**config.mk**
```make
export PLATFORM = sky130hd
export DESIGN_NAME = rsa_loader
export DESIGN_NICKNAME = d
export VERILOG_FILES = /design/src/rtl/rsa_loader.sv
export SDC_FILE = /design/constraint.sdc
export NUM_CORES = 1
export LEC_CHECK = 0
export CORE_MARGIN = 10
export CORE_UTILIZATION = 52
export CTS_CLUSTER_SIZE = 24
export DETAILED_ROUTE_END_ITERATION = 8
export GPL_ROUTABILITY_DRIVEN = 0
export PLACE_DENSITY = 0.81
export SLEW_MARGIN = 15
export SYNTH_ARGS = -nofsm -noshare
export SYNTH_HDL_FRONTEND = slang
export SYNTH_SLANG_ARGS = --single-unit
```
**constraint.sdc**
```tcl
create_clock -name ldr_clk -period 3.23 [get_ports ldr_clk]
set_input_delay 0.646 -clock ldr_clk [delete_from_list [all_inputs] [get_ports ldr_clk]]
set_output_delay 0.646 -clock ldr_clk [all_outputs]
set_load 0.03 [all_outputs]
```
**src/rtl/rsa_loader.sv**
```systemverilog
// rsa_loader: operand entry stage feeding the rsa core.
//   Synchronises and debounces a push-button and a switch bus, then issues
//   one ldr_load strobe with a stable ldr_dout byte per accepted press.
//   After NUM_OPS operands it locks out entry until ldr_core_done.
//   Latency: DEB_CNT+2 clock edges from a clean button rise to ldr_load.
//   Backpressure: none on the button. Presses arriving while busy are dropped.
//
// Ports:
//   ldr_clk        clock, rising edge
//   ldr_rst        synchronous reset, active-high
//   ldr_btn        raw asynchronous push-button, active-high
//   ldr_sw         raw asynchronous switch bus
//   ldr_core_done  core finished the current operation (level or pulse)
//   ldr_load       single-cycle load strobe to the core
//   ldr_dout       operand byte, held between loads
//   ldr_idx        index of the next operand to capture
//   ldr_busy       all operands sent, waiting for ldr_core_done
//   ldr_err        last press rejected because the operand was zero
//
// Optional feature, enabled by defining LDR_ZERO_CHK_EN:
//   zero operands are rejected in COLLECT and flagged on ldr_err.
//   Without the macro, zero bytes load normally and ldr_err is tied low.

module rsa_loader #(
  parameter  int DATA_WIDTH = 8,
  parameter  int DEB_CNT    = 16,
  parameter  int NUM_OPS    = 4,
  localparam int IDX_W      = $clog2(NUM_OPS)
) (
  input  logic                  ldr_clk,
  input  logic                  ldr_rst,
  input  logic                  ldr_btn,
  input  logic [DATA_WIDTH-1:0] ldr_sw,
  input  logic                  ldr_core_done,
  output logic                  ldr_load,
  output logic [DATA_WIDTH-1:0] ldr_dout,
  output logic [IDX_W-1:0]      ldr_idx,
  output logic                  ldr_busy,
  output logic                  ldr_err
);

  localparam int CNT_W = $clog2(DEB_CNT);

  typedef enum logic [0:0] {
    COLLECT   = 1'b0,
    WAIT_DONE = 1'b1
  } state_t;

  // Two-flop synchronisers for the button and the switches.
  logic                  btn_s1;
  logic                  btn_s2;
  logic [DATA_WIDTH-1:0] sw_s1;
  logic [DATA_WIDTH-1:0] sw_s2;

  // Debouncer state.
  logic [CNT_W-1:0] cnt;
  logic             stb;
  logic             stb_q;
  logic             press;

  state_t state;

  always_ff @(posedge ldr_clk) begin
    if (ldr_rst) begin
      btn_s1 <= 1'b0;
      btn_s2 <= 1'b0;
      sw_s1  <= '0;
      sw_s2  <= '0;
    end else begin
      btn_s1 <= ldr_btn;
      btn_s2 <= btn_s1;
      sw_s1  <= ldr_sw;
      sw_s2  <= sw_s1;
    end
  end

  // The debounced level starts high so that a button held through reset
  // never looks like a press; entry arms only after a debounced release.
  // Any cycle where the synchronised level agrees with stb restarts the count.
  always_ff @(posedge ldr_clk) begin
    if (ldr_rst) begin
      cnt   <= '0;
      stb   <= 1'b1;
      stb_q <= 1'b1;
    end else begin
      stb_q <= stb;
      if (btn_s2 == stb) begin
        cnt <= '0;
      end else if (cnt == CNT_W'(DEB_CNT - 1)) begin
        stb <= btn_s2;
        cnt <= '0;
      end else begin
        cnt <= cnt + CNT_W'(1);
      end
    end
  end

  // Only the debounced rising edge counts as a press.
  assign press = stb & ~stb_q;

`ifdef LDR_ZERO_CHK_EN
  logic err_q;
  assign ldr_err = err_q;
`else
  assign ldr_err = 1'b0;
`endif

  always_ff @(posedge ldr_clk) begin
    if (ldr_rst) begin
      state    <= COLLECT;
      ldr_load <= 1'b0;
      ldr_dout <= '0;
      ldr_idx  <= '0;
      ldr_busy <= 1'b0;
`ifdef LDR_ZERO_CHK_EN
      err_q    <= 1'b0;
`endif
    end else begin
      ldr_load <= 1'b0;
      case (state)
        COLLECT: begin
          // ldr_core_done is deliberately ignored here.
          if (press) begin
`ifdef LDR_ZERO_CHK_EN
            if (sw_s2 == '0) begin
              err_q <= 1'b1;
            end else begin
              err_q    <= 1'b0;
`endif
              ldr_load <= 1'b1;
              ldr_dout <= sw_s2;
              if (ldr_idx == IDX_W'(NUM_OPS - 1)) begin
                // Last operand: wrap and report busy on the same edge.
                ldr_idx  <= '0;
                ldr_busy <= 1'b1;
                state    <= WAIT_DONE;
              end else begin
                ldr_idx <= ldr_idx + IDX_W'(1);
              end
`ifdef LDR_ZERO_CHK_EN
            end
`endif
          end
        end
        WAIT_DONE: begin
          // Presses are dropped here; when one coincides with done,
          // done wins and the press is not replayed later.
          if (ldr_core_done) begin
            ldr_busy <= 1'b0;
            state    <= COLLECT;
          end
        end
        default: begin
          state    <= COLLECT;
          ldr_busy <= 1'b0;
        end
      endcase
    end
  end

endmodule

```
==> out/results.ini <==
[routing]
drt_pass1_iterations=4
num_vias=744
drt_iter0_drc=11
ant_nets=0
routed_wl_mm=1.90
drc=0
via_per_inst=4.62
drt-wirelength-per-cell_um=11.8

[die]
chipHeight_um=68.0
row_count=17
die_area_mm2=0.00462
core_area_mm2=0.00221
floorplan.initialDensity_pct=54.1
die_x_um=68.0
ios=25

[clock_network]
post_cts_buffers=0
hold_buffers=0
cts_resized=0
worstSkewPairLatency_ps=340
tritoncts=built
htreeDepth=2
cts_made_buffers=5
clock_tree.buffer_depth=2
clock-sinks=37
path_clk_slew_ps=110
cts-root-buf=clkbuf_4

[sta]
min_period_ps=2050
grt_setup_unrepaired=false
setup-violations-final=0
skew_ps=11.4
tns_ps=0
slew_viol_final=0
slew_headroom_pct=49.7
hold_violations=0
tightestPinTransition_ps=754
max_freq_ghz=0.489
finalCritPeriodShare_pct=63.4

[place]
io_buffers=23
place_inst=153
dpl.hpwl_mm=1.43

[synth]
synth_top_area_cell=dfxtp_1
yosys_warnings=0
synthesis.nets=120
avgSynthCellArea_um2=11.3
yosys-top-cells-area=dfxtp_1 62%, nor2b_1 9.9%, mux2i_1 9.2%, nor2_1 4.4%, xor2_1 2.2%
ys_seq_elements=37
synth_top_area_share_pct=61.9
synthCells=106
seq_area_frac_synth_pct=61.9
yosysUniqueCellTypes=19
synthesis.area_mm2=0.00120

[power]
ir_worst_vdd_mv=0.418
power_w=0.000736
power.density_mw_per_mm2=493
power_leakage_nw=0.574

[critical_path]
endpoint_kind=output port
critical_path.max_fanout=4
cp_slowest_cell=clkdlybuf4s50_1
cp.arrival_ps=1400
critPathLaunchType=flop
path_buf_inv=1
crit_chain=clkdlybuf4s50_1
slowest_delay_ps=690
path_delay_family=buffers and inverters
cp_data_required_time_ps=2580
worstSetupPathType=reg -> out

[cells_and_area]
drive_above_1_share_pct=8.27
nFillCells=175
area_growth_pct=24.9
ff_latch_area_um2=741
fin_nets=146
multiInputGateArea_um2=422
utilization_pct=67.5
layout.cells.non_filler=161
n_antenna_cell=0

[worst_hold_path]
hold_class=reg -> reg

[global_route]
grt_antenna_before_repair=0
grt_util_all_layers_pct=9.29
grt_pass1_vias=727
grt_pass1_wl_mm=3.12
grt-ovfl-total=0
grt_start_max_net_pins=22

[run_status]
status=complete, no violations

[flow_run]
cap_violations=0

layout by cell type, fill, tap and decap left out, drive strengths merged:
cell	count
or2	1
conb	1
ha	2
and3b	1
clkbuf	5
buf	1
nor3b	1
inv	1
nand2	3
nand3b	1
nand3	2
clkinv	2
mux2i	11
dfxtp	37
clkdlybuf4s50	23
nor2	14
xor2	3
a21oi	2
nor2b	19
clkinvlp	1
nand2b	2
worst reg2reg max path, delay by kind of cell, from the launching register on:
family        cells  cell delay [ps]
simple gates      2              720
flops             1              400
mux               1              280
cells in the mapped netlist, drive strengths merged:
master / count
nand3: 2
and3b: 1
conb: 1
nor2: 14
or2: 1
mux2i: 11
nand2b: 2
nand3b: 1
dfxtp: 37
nand2: 3
buf: 2
ha: 2
xor2: 3
nor2b: 19
nor3b: 1
inv: 1
clkbuf: 3
a21oi: 2
registers in the layout (all words and copies together), names as in the netlist, 2 cells and up:
name      count
ldr_dout      8
sw_s1         8
ldr_idx       2
sw_s2         8
cnt           4
cells by family after synthesis:
family	count (synthesis)	share of synthesized area [%]
XOR/XNOR	3	2.20
adder cells (fa/ha/maj)	2	2.09
AND/OR/NAND/NOR	44	20.6
flip-flops	37	61.9
buffers and inverters	6	2.82
multiplexers	11	9.21
other	1	0.314
AO/OA/AOI/OAI	2	0.837
path summary, 6_finish.rpt:
check	from	endpoint	slack, ps	cells past startpoint
max	ldr_idx[0]	ldr_idx[0]	1180	1
min	sw_s1[0]	sw_s2[0]	440	1
max reg2reg	stb	ldr_idx[0]	1690	3
min reg2reg	sw_s1[0]	sw_s2[0]	440	1
metrics by stage:
step	hold WS (ps)	setup WS (ps)	cell area (um^2)
floorplan	414	2030	1200
global placement	417	1220	1440
detailed placement	424	1190	1440
CTS	444	1160	1490
global route	458	1130	1490
finish	445	1180	1490
metal layers:
layer  part of all wire (%)  track usage [%]  wire length [um]
met2                     48             15.5               914
met1                     40             8.52               763
met5                      0                0                 0
met4                    2.4             6.03                45
met3                    9.0             5.38               171
power breakdown:
| part | internal (W) | switching, W |
|---|---|---|
| clock | 0.0000820 | 0.000146 |
| combinational | 0.0000211 | 0.0000138 |
| sequential | 0.000469 | 0.00000417 |
layout make-up:
type / count / area share (%)
clock inverter: 3 / 1.17
clock buffer: 5 / 2.51
multi-input combinational: 63 / 28.2
inverter: 1 / 0.251
timing repair buffer: 24 / 15.9
sequential: 37 / 49.6
tap: 28 / 2.35
Note: power is estimated with default switching activity, not from simulation.
